`config.mk`:
```
export PLATFORM = sky130hd
export DESIGN_NAME = iq_pattern_gen
export DESIGN_NICKNAME = d
export VERILOG_FILES = /design/src/rtl/iq_pattern_gen.sv
export SDC_FILE = /design/constraint.sdc
export NUM_CORES = 1
export LEC_CHECK = 0
export BUFFER_PORTS_ARGS = -buffer_cell sky130_fd_sc_hd__buf_2
export CAP_MARGIN = 5
export CORE_MARGIN = 4
export CORE_UTILIZATION = 45
export DETAILED_ROUTE_END_ITERATION = 6
export PLACE_DENSITY = 0.66
export SLEW_MARGIN = 20
export SYNTH_ARGS = -nofsm -noshare
export SYNTH_HDL_FRONTEND = slang
export SYNTH_SLANG_ARGS = --single-unit
```
`constraint.sdc`:
```
create_clock -name clk -period 7.1 [get_ports clk]
set_input_delay 1.065 -clock clk [delete_from_list [all_inputs] [get_ports clk]]
set_output_delay 1.065 -clock clk [all_outputs]
set_load 0.05 [all_outputs]
```
`src/rtl/iq_pattern_gen.sv`:
```
// IQ test-pattern generator (ramp / constant / PRBS / square) on an AXI-Stream source,
// with a loopback sink. Define IQ_PATTERN_GEN_CHECKER_EN to build the ramp checker.
module iq_pattern_gen #(
    parameter int DATA_W = 12,
    parameter int CNT_W  = 16
) (
    input  logic                  clk,
    input  logic                  rst,
    input  logic                  enable,
    input  logic [1:0]            mode,
    input  logic [DATA_W-1:0]     step,
    input  logic [CNT_W-1:0]      burst_len,
    output logic                  out_valid,
    output logic [2*DATA_W-1:0]   out_data,
    output logic                  out_last,
    input  logic                  out_ready,
    input  logic                  in_valid,
    input  logic [2*DATA_W-1:0]   in_data,
    output logic                  in_ready,
    output logic [31:0]           rx_count,
    output logic [CNT_W-1:0]      err_count
);

    localparam logic [1:0]  MODE_RAMP   = 2'd0;
    localparam logic [1:0]  MODE_CONST  = 2'd1;
    localparam logic [1:0]  MODE_PRBS   = 2'd2;
    localparam logic [1:0]  MODE_SQUARE = 2'd3;
    localparam logic [31:0] LFSR_SEED   = 32'h0000_0001;
    localparam logic [31:0] LFSR_TAPS   = 32'h0040_0007;
    localparam logic [CNT_W-1:0] CNT_ONE = CNT_W'(1);
    localparam logic signed [DATA_W-1:0] SQ_POS = {1'b0, {(DATA_W-1){1'b1}}};
    localparam logic signed [DATA_W-1:0] SQ_NEG = {1'b1, {(DATA_W-1){1'b0}}};

    typedef enum logic {IDLE, RUN} state_t;

    state_t                    state, state_nxt;
    logic                      load, advance, hs;
    logic [1:0]                mode_r;
    logic [DATA_W-1:0]         step_r;
    logic [CNT_W-1:0]          burst_r;
    logic [CNT_W-1:0]          beat_cnt;
    logic [DATA_W-1:0]         sq_cnt;
    logic                      sq_neg;
    logic signed [DATA_W-1:0]  i_r, q_r;
    logic [31:0]               lfsr, lfsr_nxt;

    // Left-shifting Galois form of x^32+x^22+x^2+x+1.
    function automatic logic [31:0] lfsr_step(input logic [31:0] s);
        lfsr_step = s[31] ? ({s[30:0], 1'b0} ^ LFSR_TAPS) : {s[30:0], 1'b0};
    endfunction

    function automatic logic [CNT_W-1:0] sat_inc(input logic [CNT_W-1:0] v);
        sat_inc = (v == {CNT_W{1'b1}}) ? v : v + CNT_ONE;
    endfunction

    function automatic logic [CNT_W-1:0] beat_next(input logic [CNT_W-1:0] cnt,
                                                   input logic [CNT_W-1:0] len);
        if (len == '0)
            beat_next = sat_inc(cnt);
        else if (cnt == len - CNT_ONE)
            beat_next = '0;
        else
            beat_next = cnt + CNT_ONE;
    endfunction

    // True when the beat just sent is the last one of the current square half-period.
    function automatic logic sq_flip(input logic [DATA_W-1:0] cnt,
                                     input logic [DATA_W-1:0] half);
        logic [DATA_W:0] per;
        per = (half == '0) ? (DATA_W+1)'(1) : {1'b0, half};
        sq_flip = ({1'b0, cnt} + (DATA_W+1)'(1)) >= per;
    endfunction

    assign hs        = out_valid && out_ready;
    assign out_valid = (state == RUN);
    assign out_data  = {q_r, i_r};
    assign out_last  = (state == RUN) && (burst_r != '0) && (beat_cnt == burst_r - CNT_ONE);
    assign in_ready  = 1'b1;
    assign lfsr_nxt  = lfsr_step(lfsr);

    always_ff @(posedge clk) begin
        if (rst)
            state <= IDLE;
        else
            state <= state_nxt;
    end

    always_comb begin
        state_nxt = state;
        load      = 1'b0;
        advance   = 1'b0;
        case (state)
            IDLE: begin
                if (enable) begin
                    load      = 1'b1;
                    state_nxt = RUN;
                end
            end
            RUN: begin
                if (hs) begin
                    if (enable)
                        advance = 1'b1;
                    else
                        state_nxt = IDLE;
                end
            end
            default: state_nxt = IDLE;
        endcase
    end

    // Pattern state: configuration snapshot, beat counter and current output word.
    always_ff @(posedge clk) begin
        if (rst) begin
            mode_r   <= MODE_RAMP;
            step_r   <= '0;
            burst_r  <= '0;
            beat_cnt <= '0;
            sq_cnt   <= '0;
            sq_neg   <= 1'b0;
            lfsr     <= LFSR_SEED;
            i_r      <= '0;
            q_r      <= '0;
        end else if (load) begin
            mode_r   <= mode;
            step_r   <= step;
            burst_r  <= burst_len;
            beat_cnt <= '0;
            sq_cnt   <= '0;
            sq_neg   <= 1'b0;
            lfsr     <= LFSR_SEED;
            case (mode)
                MODE_RAMP: begin
                    i_r <= '0;
                    q_r <= '0;
                end
                MODE_CONST: begin
                    i_r <= $signed(step);
                    q_r <= $signed(~step);
                end
                MODE_PRBS: begin
                    i_r <= $signed(LFSR_SEED[DATA_W-1:0]);
                    q_r <= $signed(LFSR_SEED[2*DATA_W-1:DATA_W]);
                end
                default: begin
                    i_r <= SQ_POS;
                    q_r <= '0;
                end
            endcase
        end else if (advance) begin
            beat_cnt <= beat_next(beat_cnt, burst_r);
            lfsr     <= lfsr_nxt;
            case (mode_r)
                MODE_RAMP: begin
                    i_r <= i_r + $signed(step_r);
                    q_r <= q_r - $signed(step_r);
                end
                MODE_CONST: begin
                    i_r <= i_r;
                    q_r <= q_r;
                end
                MODE_PRBS: begin
                    i_r <= $signed(lfsr_nxt[DATA_W-1:0]);
                    q_r <= $signed(lfsr_nxt[2*DATA_W-1:DATA_W]);
                end
                MODE_SQUARE: begin
                    if (sq_flip(sq_cnt, step_r)) begin
                        sq_cnt <= '0;
                        sq_neg <= ~sq_neg;
                        i_r    <= sq_neg ? SQ_POS : SQ_NEG;
                    end else begin
                        sq_cnt <= sq_cnt + DATA_W'(1);
                    end
                    q_r <= '0;
                end
                default: begin
                    i_r <= i_r;
                    q_r <= q_r;
                end
            endcase
        end
    end

    always_ff @(posedge clk) begin
        if (rst)
            rx_count <= '0;
        else if (in_valid && in_ready)
            rx_count <= rx_count + 32'd1;
    end

`ifdef IQ_PATTERN_GEN_CHECKER_EN
    logic [DATA_W-1:0] exp_i;
    logic              chk_armed;
    logic [CNT_W-1:0]  err_r;
    logic [DATA_W-1:0] rx_i;
    logic              unused_rx_q;

    assign rx_i        = in_data[DATA_W-1:0];
    assign unused_rx_q = ^in_data[2*DATA_W-1:DATA_W];
    assign err_count   = err_r;

    // Every accepted beat resynchronises the expectation, so one glitch costs one error.
    always_ff @(posedge clk) begin
        if (rst) begin
            exp_i     <= '0;
            chk_armed <= 1'b0;
            err_r     <= '0;
        end else if (in_valid && in_ready) begin
            exp_i     <= rx_i + DATA_W'(1);
            chk_armed <= 1'b1;
            if (chk_armed && (rx_i != exp_i))
                err_r <= sat_inc(err_r);
        end
    end
`else
    logic unused_rx_data;

    assign unused_rx_data = ^in_data;
    assign err_count      = '0;
`endif

endmodule

```
==> results of run 1 <==
==> per-layer routing <==
layer | wire, microns | part of all wire, % | track usage [%] | vias to the layer above
li1 | - | - | - | 4049
met5 | 0 | 0 | 0 | -
met4 | 265 | 1.1 | 4.99 | 0
met2 | 10300 | 45 | 32.9 | 183
met3 | 1260 | 5.4 | 5.34 | 21
met1 | 11200 | 49 | 29.8 | 3783
==> worst max-delay path by stage <==
| stage | from | endpoint | slack, ns | depth (start not counted) |
|---|---|---|---|---|
| after floorplan | burst_r[2]$_SDFFE_PP0P_ | out_last | 3.02 | 8 |
| after global placement | sq_cnt[0]$_SDFFE_PP0P_ | i_r[1]$_SDFFE_PP0P_ | 3.11 | 13 |
| after CTS | burst_r[2]$_SDFFE_PP0P_ | out_last | 2.66 | 8 |
| final | burst_r[2]$_SDFFE_PP0P_ | out_last | 2.66 | 8 |
| after detailed placement | sq_cnt[0]$_SDFFE_PP0P_ | i_r[1]$_SDFFE_PP0P_ | 3.08 | 13 |
| after global routing | burst_r[2]$_SDFFE_PP0P_ | out_last | 2.55 | 8 |
==> worst max-delay path: stages, from the launching register on <==
cell	delay, ns
dfxtp_1	0.40
or4_4	0.61
or3_4	0.42
or3_4	0.35
xnor2_2	0.14
nand4_2	0.14
or3_1	0.45
nor2_1	0.15
buf_2	0.29
==> cell usage after synthesis (all sizes together), types with 12 or more instances <==
cell / number / share of area, %
nor3: 41 / 2.9
buf: 27 / 2.3
inv: 43 / 1.9
nand3: 33 / 1.9
ha: 39 / 5.6
xnor2: 35 / 3.6
clkbuf: 45 / 2.1
nand2: 191 / 8.3
xor2: 48 / 4.9
and3: 14 / 1.0
nand4: 22 / 1.7
nor2: 97 / 4.2
a21oi: 117 / 6.8
o21ai: 60 / 3.5
nor4: 18 / 1.5
o211ai: 12 / 1.0
dfxtp: 148 / 34
==> sequential cells by signal (all words and copies together), names as in the netlist <==
register   count
rx_count      32
beat_cnt      16
sq_neg         1
burst_r       16
lfsr          32
out_valid      1
step_r        12
mode_r         2
i_r           12
q_r           12
sq_cnt        12
==> cell type report <==
cell class	count	area, sq um	area share (%)
clock buffer	17	425	4.34
clock inverter	15	190	1.94
inverter	44	165	1.68
multi-input combinational	882	5220	53.2
sequential	148	2960	30.2
tap	260	325	3.32
timing repair buffer	100	520	5.30
==> stage by stage <==
| stage | instances | setup slack (ns) | util, % |
|---|---|---|---|
| after global routing | 1466 | 2.55 | 52.1 |
| final | 1466 | 2.66 | 52.1 |
| after global placement | 1434 | 3.11 | 48.8 |
| after floorplan | 1146 | 3.02 | - |
| after detailed placement | 1434 | 3.08 | 48.8 |
| after CTS | 1466 | 2.66 | 52.1 |
==> cells by family after synthesis <==
family,count (synthesis),synth area share [%]
and+or+nand+nor,471,26.1
AOI/OAI and AO/OA,267,18.4
DFF,148,34.2
buffers and inverters,116,6.27
xor gates and xnor gates,83,8.48
adders and majority gates,41,6.10
muxes,3,0.347
other,2,0.0867
==> power groups by stage <==
stage	clock network (mW)	registers (mW)	logic, mW
6_report	0.915	0.891	0.440
5_1_grt	0.974	0.895	0.483
4_1_cts	0.935	0.890	0.437
3_3_place_gp	0	0.909	0.430
3_5_place_dp	0	0.909	0.434
2_1_floorplan	0	0.952	0.297
==> impl.org, run 1 <==
** STA
- Setup violations remaining at the end of the flow were counted as 0.
- The routed design could run at a clock period as short as roughly 4.4 ns.
- Fmax :: 0.225 GHz
- Total negative setup slack :: 0 ns
- Setup repair after global routing left no endpoint under its margin.
- Final hold analysis gives a worst-case slack of 0.452 ns.
- For the pin with the worst max-slew slack, the measured transition is 1.08 ns.
- Fin Clk Skew :: between 0.01 and 0.015 ns
- Slew headroom :: 27.5%
- The count of endpoints failing hold in the final timing report was 0.
- The max-slew violation count was 0.
- Fraction of the cycle the final worst path needs :: 62.5%

** Global route
- Number of global-route vias before repair :: 7522
- The first global-routing pass estimated 38100 microns of wire.
- The initial antenna violation count was 0.
- Aggregate global routing overflow :: 0
- Global routing consumed, over all layers together, 21.2% of the routing resources.
- Pin count of the biggest net entering global routing :: 72

** Cells and area
- After filler insertion, the fill cell instance count of the layout stands at 1860.
- From synthesis to final layout, the design area changed by 13.3%.
- Total non-filler cell area in the finished layout :: 0.00981 sq mm
- The number of antenna diodes in the final layout is 0.
- For this run, the post-layout net count is 1293.
- Leading cell types in the layout, fill and taps excluded :: nand2_1 (190), dfxtp_1 (148), a21oi_1 (117)
- Commonest non-fill, non-tap cell in the layout :: nand2_1
- In the final layout, the share of cells above drive strength 1 is between 10% and 20%.

** Placed design
- At the end of routability-driven placement, the weighted congestion stood at 0.862.
- During placement, the flow inserted port buffers numbering 92.
- Sum of net half-perimeters after detailed placement :: 16400 microns
- Post-place instance area :: 0.00919 sq mm

** Die
- Io pins :: 134
- The floorplan step defined a die boundary enclosing ~0.022 sq mm.
- Die Height :: around 150 microns
- The floorplan has 50 rows.
- Once the floorplan was initialized, standard cells occupied 46.0% of the core.
- In this run the standard cell core region covers 0.0188 sq mm.
- Die boundary width :: about 150 microns

** Routing
- Residual DRC :: 0
- In the routed layout, each cell is associated on average with a via count of 5.48.
- Number of vias in the routed layout :: 8036
- The routed design has about 23000 microns of wire.
- In this run the remaining antenna-violating nets after routing total 0.
- The first TritonRoute pass finished after 5 iterations.
- Routed wire length per instance :: between 15 and 20 microns
- Number of DRC markers in iteration 0 :: 553

** Critical path
- Crit Path Category :: reg -> out
- STA classifies the critical path endpoint as a primary output.
- Data arrives at the worst endpoint at approximately 3.4 ns.
- Largest fanout of any net on the critical path :: 10
- STA classifies the critical path startpoint as a flop.
- The worst register-to-register path has a setup slack of between 2 and 3 ns.
- STA puts the critical path data required time at 6.03 ns.
- Counting cells, the worst reg-to-reg path comes to 13.
- The startpoint identified for the worst register-to-register timing path is sq_cnt[0]$_SDFFE_PP0P_.
- The worst register-to-register path ends at i_r[1]$_SDFFE_PP0P_.

** Yosys
- Proportion of synthesized flip-flops having asynchronous set or reset :: 0%
- Dominant register cell in the synthesized netlist :: dfxtp_1
- Sequential elements use about a third of the synthesized area.
- Post-Synthesis Cells :: 1131
- Mean instance size in the synthesized netlist :: 7.66 sq um
- Number of register bits inferred by synthesis :: 148
- The cell area that synthesis handed to floorplanning was 0.00866 sq mm.
- Count of different cell masters after synthesis :: 69
- For this run, the number of Yosys warnings is 0.
- Counting flops with a built-in enable in the synthesized netlist gives 0.

** CTS
- Clock latency on the worst-skew pair, taken at its later pin, is 0.43 ns.
- The clock passes through at most 2 buffers.
- Clock transition at the registers of the reported paths :: 0.07 ns
- TritonCTS built the clock tree.
- Clock tree root driver cell :: clkbuf_16
- Buffers inserted by post-CTS timing repair :: 0
- # hold bufs at CTS :: 0
- Htree depth :: 4
- TritonCTS sink count :: around 150
- Number of clock buffers inserted by TritonCTS :: 17
- Gates resized during post-CTS repair numbered 0.

** Hold path
- Counting instances, the worst hold path has a depth of 2.
- Startpoint of the lowest-slack hold path :: lfsr[28]$_SDFFE_PP0P_
- The worst hold path belongs to the class reg -> reg.
- For hold timing, the worst endpoint is lfsr[29]$_SDFFE_PP0P_.

** Power
- Internal power consumption :: 1.49 mW
- For this design the ratio of total power to cell area is roughly 230 mW/mm^2.
- Power consumption :: 2.25 mW
- Leakage power figure :: 3.88 nW
- Across the VDD grid, the largest voltage drop is between 0.15 and 0.2 mV.
- Fraction of power consumed by combinational cells :: between 10% and 20%
- Register share of total power :: 39.7%
- Per report_power, the clock group accounts for about two fifths of the total.
- The analysis attributes to net switching a power of 0.759 mW.
- Switching power share of the total :: approximately 34%

** Status
- The run finished with clean final reports.

** Job
- Max-Cap Viols :: 0
Note: power is estimated with default switching activity, not from simulation.
==> run 2, diff against run 1 <==
Settings changed: ABC_AREA set to 1, PLACE_DENSITY 0.66 to 0.65.
Clock period 7.1 ns to 4.2 ns, I/O delays scaled along.
==> run 2 against run 1 <==
Via count increased by 13%; first-iteration DRC count increased by 13%; highest routed layer unchanged; critical path type unchanged; final area is 5.7% higher; cell count is 18% higher; die area rose by 6.0%; count of clock-buffer cells in the layout rose by 2; routed wire length grew 9.8%; clock skew up 0.0036 ns; sequential share of layout area fell by 1.6 points.
==> impl.org, run 2 <==
** Status
- Outcome :: finished, final reports clean

** Yosys
- Yosys warnings :: 0
- Number of register bits inferred by synthesis :: 148
- Mean instance size in the synthesized netlist :: 6.66 sq um
- Dominant register cell in the synthesized netlist :: dfxtp_1
- Synthesis produced a netlist whose cell count is 1382.
- Ranked by total cell area, the synthesized netlist is headed by dfxtp_1 (32%), nand2_1 (10%), inv_1 (7.5%).
- Yosys mapped a number of flops with a built-in enable equal to 0.
- For this run, asynchronously set or reset flops after synthesis account for 0%.
- Most numerous cell types in the synthesized netlist :: nand2_1 (254), inv_1 (183), nor2_1 (156)
- Top-count cell post-synth :: nand2_1
- The share of the Yosys chip area taken by registers is between 30% and 40%.
- After synthesis, the largest area contributor takes up approximately a third of total cell area.
- Netlist area before placement :: between 0.009 and 0.01 sq mm
- Count of different cell masters after synthesis :: 52
- Library cell with the largest summed area after synthesis :: dfxtp_1

** Cells and area
- Largest registers :: lfsr (32), rx_count (32)
- The top cell types in the final layout, fill and taps aside, are nand2_1 (254), inv_1 (182), nor2_1 (155).
- The repair_antennas step left the layout with diodes totalling 0.
- The post-route netlist has 13.3% of its cells at a drive strength greater than 1.
- After filler insertion, the fill cell instance count of the layout stands at 2063.
- Cell Count, Final, Fillers Out :: 1737
- Storage element area :: 0.00296 sq mm
- Commonest non-fill, non-tap cell in the layout :: nand2_1
- After routing the design area is 0.0104 sq mm.
- After the last flow step, the layout net total stands at around 1600.
- Area used by multi-input combinational logic :: approximately 0.0053 sq mm
- Area added between synthesis and finish :: 12.7%

** Critical path
- Among cell families on the critical path, the largest total delay comes from simple AND/OR/NAND/NOR gates.
- In this design, the stage delay of the slowest critical-path cell is roughly 0.35 ns.
- Crit Path Category :: reg -> out
- The worst setup path is launched from a flop.
- Largest fanout of any net on the critical path :: 4
- CP cell instances :: inv_1, ha_1, xnor2_1, nor2_1, nand4_1, nor3_1, nand3b_1, nor2_1, nand4_1, nor2_1, buf_2
- The most numerous cell type found on the critical path is nor2_1.
- STA classifies the critical path endpoint as a primary output.
- Data on the critical path arrives at its endpoint at 2.55 ns.
- The startpoint identified for the worst register-to-register timing path is sq_cnt[2]$_SDFFE_PP0P_.
- For this design, the slowest cell found on the critical path is dfxtp_1.
- For the worst setup path, the data required time is 3.57 ns.
- Slack of the worst reg-to-reg path :: between 1 and 1.5 ns
- The worst register-to-register path ends at sq_cnt[7]$_SDFFE_PP0P_.
- Path depth of the worst reg2reg path :: 14
- Together, buffers and inverters on the worst path number 2.

** Hold path
- End of the worst hold path :: burst_r[13]$_SDFFE_PP0P_
- Cell depth of the worst hold path :: 3
- Tightest Hold Check Type :: in -> reg
- The startpoint identified for the worst hold timing path is burst_len[13].

** Routing
- Vias per cell :: about 5.2
- Met1 wire length :: around 12000 microns
- Number of vias in the routed layout :: 9106
- Overall routed net length :: 25300 microns
- The detail route stage leaves a number of antenna-violating nets equal to 0.
- In the detailed route, the total length drawn on met2 is 11300 microns.
- Summed over all nets, wire length on met3 after detailed routing comes to roughly 1400 microns.
- Residual DRC :: 0
- Before antenna repair, the detailed router went through 5 iterations.
- Number of DRC markers in iteration 0 :: 627
- In the final routed layout, each cell accounts on average for 14.6 microns.
- Max Used Layer :: met4

** Global route
- The first global-routing pass estimated around 42000 microns of wire.
- Aggregate global routing overflow :: 0
- In the global route stage, overall resource usage came out at 22.8%.
- Entering global routing, the biggest net connects 45 pins.
- Antenna violations before repair :: 0
- Number of global-route vias before repair :: 8411

** Die
- Total Die Area :: 0.0228 sq mm
- Core region area :: 0.0202 sq mm
- Die Height :: roughly 150 microns
- Pin placement for this block handled 134 I/O pins.
- Site Rows :: 52
- Initial cell density of the core :: 45.7%
- Die boundary width :: 151 microns

** Job
- The tool flagged a number of max-cap violations equal to 0.

** CTS
- For this design, the CTS-stage hold fixing added 0 buffers.
- Once the clock tree was built, the resizer swapped 0 gates to a different size.
- No sink is reached through more buffers than the 2 on the longest clock path.
- TritonCTS built the clock tree.
- Clock tree root driver cell :: clkbuf_16
- Htree depth :: 4
- After clock tree synthesis, the setup repair step added 0 buffers.
- At the later pin of the worst-skew pair, clock insertion delay measures 0.43 ns.
- After clock tree synthesis, the clock-pin slew on the worst setup and hold paths is 0.06 ns.
- TritonCTS sink count :: 148
- Counting the buffers created by CTS gives 17.

** Power
- Summed over all cells, the static leakage comes to 4.72 nW.
- Worst vdd rail ir drop :: 0.313 mV
- Power Dens Cells :: roughly 380 mW/mm^2

** STA
- Summed over all failing endpoints, the final setup total negative slack is 0 ns.
- Unrepaired setup endpoints after global routing :: no
- Slew Limit Fails :: 0
- Worst-Margin Slew :: 0.856 ns
- Total count of hold-check failures in the final report :: 0
- Slew headroom :: 42.7%
- Setup violations remaining at the end of the flow were counted as 0.
- Fraction of the cycle the final worst path needs :: 75.7%
- Based on the critical path, the design can be clocked at up to 0.314 GHz.
- After layout, the worst setup slack is 1.02 ns.
- Between clock sinks in the finished design, the worst skew comes to 0.0152 ns.
- The clock period could shrink to ~3.2 ns.

** Placed design
- In this run, placement finished with an instance count of 1705.
- Post-place instance area :: 0.00980 sq mm
- OpenSTA, run right after detailed placement, puts the worst setup slack at about 1.1 ns.
- Gp weighted congestion :: 0.930
- PortBufs :: 92
- Sum of net half-perimeters after detailed placement :: 18700 microns
==> run 2: changes by cell type after synthesis, sizes merged, moves of 13 or more <==
cell   change
xor2      -21
nand2     +73
nand3     +36
o21ai     +73
a31oi     +14
and3      -13
inv      +151
xnor2     -23
nor2      +84
nor4      -13
==> run 2: power by group <==
part / internal (mW) / switching, mW / total [mW]
Sequential: 1.46 / 0.0653 / 1.53
Combinational: 0.277 / 0.617 / 0.894
Clock: 0.888 / 0.625 / 1.51
==> run 2: through the flow <==
| stage | total power, mW | hold WS [ns] | util, % |
|---|---|---|---|
| after global placement | 2.44 | 0.453 | 48.6 |
| after detailed placement | 2.44 | 0.461 | 48.6 |
| after global routing | 4.15 | 0.452 | 51.4 |
| final | 3.93 | 0.438 | 51.4 |
| after floorplan | 2.25 | 0.436 | - |
| after CTS | 3.96 | 0.424 | 51.4 |
==> run 2: worst min-delay path, cell delays in order <==
cell	delay (ns)
buf_2	0.08
nor2_1	0.04
nor2_1	0.08
==> run 2: final cells by class <==
type	count	share of cell area [%]
multi-input cells	993	50.6
flip-flops and latches	148	28.6
inverters	195	7.08
repair buffers	99	4.94
clock buffers	19	4.27
well taps	270	3.26
clock inverters	13	1.27
==> run 2: cell families (layout without fill, tap and decap cells) <==
| kind of cell | Yosys count | in the layout | synth area share [%] |
|---|---|---|---|
| adder cells (fa/ha/maj) | 41 | 41 | 5.73 |
| XOR/XNOR | 39 | 39 | 3.71 |
| buffers and inverters | 256 | 326 | 11.5 |
| AO/OA/AOI/OAI | 309 | 309 | 18.0 |
| flip-flops | 148 | 148 | 32.2 |
| AND/OR/NAND/NOR | 587 | 587 | 28.8 |
| other | 2 | 17 | 0.0816 |
==> run 2: worst max path at each step <==
stage | startpoint | to | slack, ns | depth (start not counted)
2_1_floorplan | burst_r[0]$_SDFFE_PP0P_ | out_last | 1.52 | 10
3_3_place_gp | enable | sq_cnt[7]$_SDFFE_PP0P_ | 1.17 | 9
3_5_place_dp | enable | sq_cnt[9]$_SDFFE_PP0P_ | 1.14 | 9
4_1_cts | burst_r[0]$_SDFFE_PP0P_ | out_last | 0.99 | 11
5_1_grt | sq_cnt[0]$_SDFFE_PP0P_ | sq_cnt[9]$_SDFFE_PP0P_ | 0.74 | 14
6_report | burst_r[0]$_SDFFE_PP0P_ | out_last | 1.02 | 11
==> run 2: layer usage <==
| metal | global-route usage, % | vias up |
|---|---|---|
| li1 | - | 4638 |
| met1 | 31.9 | 4169 |
| met2 | 36.0 | 262 |
| met3 | 3.74 | 37 |
| met4 | 7.16 | 0 |
| met5 | 0 | - |
==> run 3, diff against run 2 <==
Clock period 4.2 ns to 3.1 ns, I/O delays scaled along.
==> run 3 against run 2 <==
Flip-flop and latch count stayed put; first-iteration DRC count is 1.3% higher; non-clock buffer count is 7 higher; clock power is 32% higher; critical endpoint unchanged; register-to-register slack worse by 0.79 ns; combinational power is 38% higher; via count is 0.68% lower; core utilization is 0.37 points higher; routed wire length hardly changed; cell count is 0.40% higher; count of clock-buffer cells in the layout is 1 lower; critical path type unchanged.
==> impl.org, run 3 (same netlist as run 2, synthesis figures left out) <==
** CTS
- TritonCTS sink count :: between 100 and 150
- # hold bufs at CTS :: 0
- Clock tree root driver cell :: clkbuf_16
- The H-tree was split into 4 levels.
- Max Buffers Root-to-Sink :: 2
- Clock transition at the registers of the reported paths :: around 0.060 ns
- Number of clock buffers inserted by TritonCTS :: 17
- Clock tree from TritonCTS :: built
- The clock reaches the later pin of the worst-skew pair after 0.43 ns.

** Critical path
- R2R Path End :: sq_cnt[8]$_SDFFE_PP0P_
- The worst setup path is launched from a flop.
- Critical Path Sink Type :: primary output
- Largest fanout of any net on the critical path :: 4
- Among the stages of the critical path, the cell type that occurs most often is nor2_1.
- The signal on the critical path passes through inv_1, ha_1, xnor2_1, nor2_1, nand4_1, nor3_2, nand3b_1, nor2_1, nand4_1, nor2_1, clkbuf_4.
- Data on the critical path is required at its endpoint by 2.63 ns.
- In this design, the stage delay of the slowest critical-path cell is 0.36 ns.
- Path depth of the worst reg2reg path :: 15
- At the worst endpoint, the arrival time is 2.48 ns.
- Slack of the worst reg-to-reg path :: 0.37 ns
- The startpoint identified for the worst register-to-register timing path is sq_cnt[2]$_SDFFE_PP0P_.
- Crit Path Category :: reg -> out
- Among all stages on the critical path, the largest delay is contributed by dfxtp_1.

** Global route
- Aggregate global routing overflow :: 0
- Entering global routing, the biggest net connects 43 pins.
- Number of global-route vias before repair :: 8226
- First-pass GRT wire length :: approximately 41000 microns
- The initial antenna violation count was 0.
- Global routing used 22.4% of the available tracks across all layers.

** Routing
- Residual DRC :: 0
- Number of vias in the routed layout :: 9044
- The detail route stage leaves a number of antenna-violating nets equal to 0.
- Overall routed net length :: 25300 microns
- After the first detailed-routing iteration, the DRC count stood at 635.
- Routed wire length per instance :: 14.5 microns
- Before antenna repair, the detailed router went through 5 iterations.
- Using the TritonRoute via totals, the vias-per-cell ratio works out to 5.19.

** STA
- Unrepaired setup endpoints after global routing :: no
- Fraction of the cycle the final worst path needs :: 95.0%
- Total count of hold-check failures in the final report :: 0
- Final number of setup-violating endpoints :: 0
- Adding up every negative setup slack in the final design gives 0 ns.
- Final Critical Period :: 2.94 ns
- Slew Limit Fails :: 0
- For the pin with the worst max-slew slack, the measured transition is ~0.85 ns.
- Measured against its own limit, the worst slew margin works out to between 40 and 50%.
- Worst hold margin :: 0.262 ns
- Once routing completed, OpenROAD measured the worst setup slack at 0.156 ns.
- Fin Clk Skew :: 0.0100 ns
- Fmax :: 0.340 GHz

** Placed design
- PortBufs :: 92
- Gp weighted congestion :: between 0.9 and 1
- In this run the cell area measured after placement is 0.00987 sq mm.
- The wire-length estimate of the detail-placed layout is 19300 microns.
- Before CTS, the worst setup slack after placement is 0.245 ns.

** Power
- Internal power consumption :: 3.50 mW
- Power Dens Cells :: 508 mW/mm^2
- The clock network accounts for 37.7% of the total power.
- For this design the total switching power over the nets is roughly 1.8 mW.
- In this run switching power makes up around 34% of total power.
- Combinational logic is responsible for 23.3% of the overall power.
- Registers are responsible for 39.0% of the overall power.
- Worst vdd rail ir drop :: 0.420 mV
- For this design the static power due to leakage is 4.74 nW.

** Cells and area
- 0 antenna diodes ended up in the layout.
- Count of nets after finishing :: 1561
- Layout cells sized above 1 :: around 14%
- The finished cells cover ~0.010 sq mm.
- Leading cell types in the layout, fill and taps excluded :: nand2_1 (254), inv_1 (182), nor2_1 (155)
- Leaving out fill and tap cells, the most frequent cell in the layout is nand2_1.
- Post-Route Utilization :: 51.8%
- Area added between synthesis and finish :: 13.5%
- Largest registers :: lfsr (32), rx_count (32)

** Status
- Outcome :: finished, final reports clean

** Hold path
- Cell depth of the worst hold path :: 3
- Tightest Hold Check Type :: in -> reg
- In this run the most critical hold path is launched from burst_len[9].
- The worst hold path terminates at burst_r[9]$_SDFFE_PP0P_.

** Die
- Initial cell density of the core :: between 40% and 50%
- The die covers around 0.023 sq mm.
- 134 I/O pins were placed.
- Site Rows :: 52
- The core region is 0.0202 sq mm.
- Die boundary width :: 151 microns
- Die Height :: between 150 and 200 microns

** Job
- Across the run, the number of max-cap violations was 0.
run 3: cell types whose count changed in the layout (fill, tap and decap cells not counted), sizes merged:
| cell | previous run | this run |
|---|---|---|
| buf | 99 | 105 |
| clkinv | 8 | 6 |
| bufinv | 2 | 1 |
| clkinvlp | 2 | 6 |
run 3: worst max-delay path by stage:
stage	start	end
6_report	burst_r[0]$_SDFFE_PP0P_	out_last
5_1_grt	burst_r[0]$_SDFFE_PP0P_	out_last
4_1_cts	burst_r[0]$_SDFFE_PP0P_	out_last
3_5_place_dp	sq_cnt[2]$_SDFFE_PP0P_	sq_cnt[7]$_SDFFE_PP0P_
3_3_place_gp	sq_cnt[2]$_SDFFE_PP0P_	sq_cnt[7]$_SDFFE_PP0P_
2_1_floorplan	sq_cnt[0]$_SDFFE_PP0P_	i_r[10]$_SDFFE_PP0P_
run 3: power groups by stage:
stage	registers, mW	logic [mW]	clock network, mW
after floorplan	2.22	0.829	0
after global placement	2.11	1.20	0
after detailed placement	2.11	1.22	0
after CTS	2.07	1.23	2.03
after global routing	2.08	1.38	2.13
final	2.07	1.23	2.00
run 3: critical path: cells and delay by family (launching register included):
family | cells | cell delay, ns
fa+ha+maj | 1 | 0.31
buf+inv | 2 | 0.33
flops | 1 | 0.36
simple gates | 7 | 0.92
xor+xnor | 1 | 0.12
run 3: metrics by stage:
stage	total power [mW]	cells
3_3_place_gp	3.31	1712
4_1_cts	5.33	1744
2_1_floorplan	3.05	1397
6_report	5.30	1744
5_1_grt	5.58	1744
3_5_place_dp	3.33	1712
run 3: final cells by class:
| class | instances | area, sq um |
|---|---|---|
| sequential | 148 | 2960 |
| clock inverter | 14 | 131 |
| multi-input combinational | 993 | 5260 |
| inverter | 195 | 734 |
| tap | 270 | 338 |
| fill | 2072 | 9720 |
| timing repair buffer | 106 | 581 |
| clock buffer | 18 | 439 |
run 3: what timing repair did:
item                       in CTS  in global routing
resized for setup               1                  2
setup endpoints to repair       1                 17
pin swaps                       0                  0
buffers inserted                0                  0
run 3: layer usage:
metal | GRT usage (%) | wire [microns] | up-vias
met3 | 4.16 | 1320 | 37
met5 | 0 | 0 | -
met2 | 34.9 | 11300 | 244
met4 | 6.75 | 507 | 0
met1 | 31.5 | 12200 | 4114
li1 | - | - | 4649
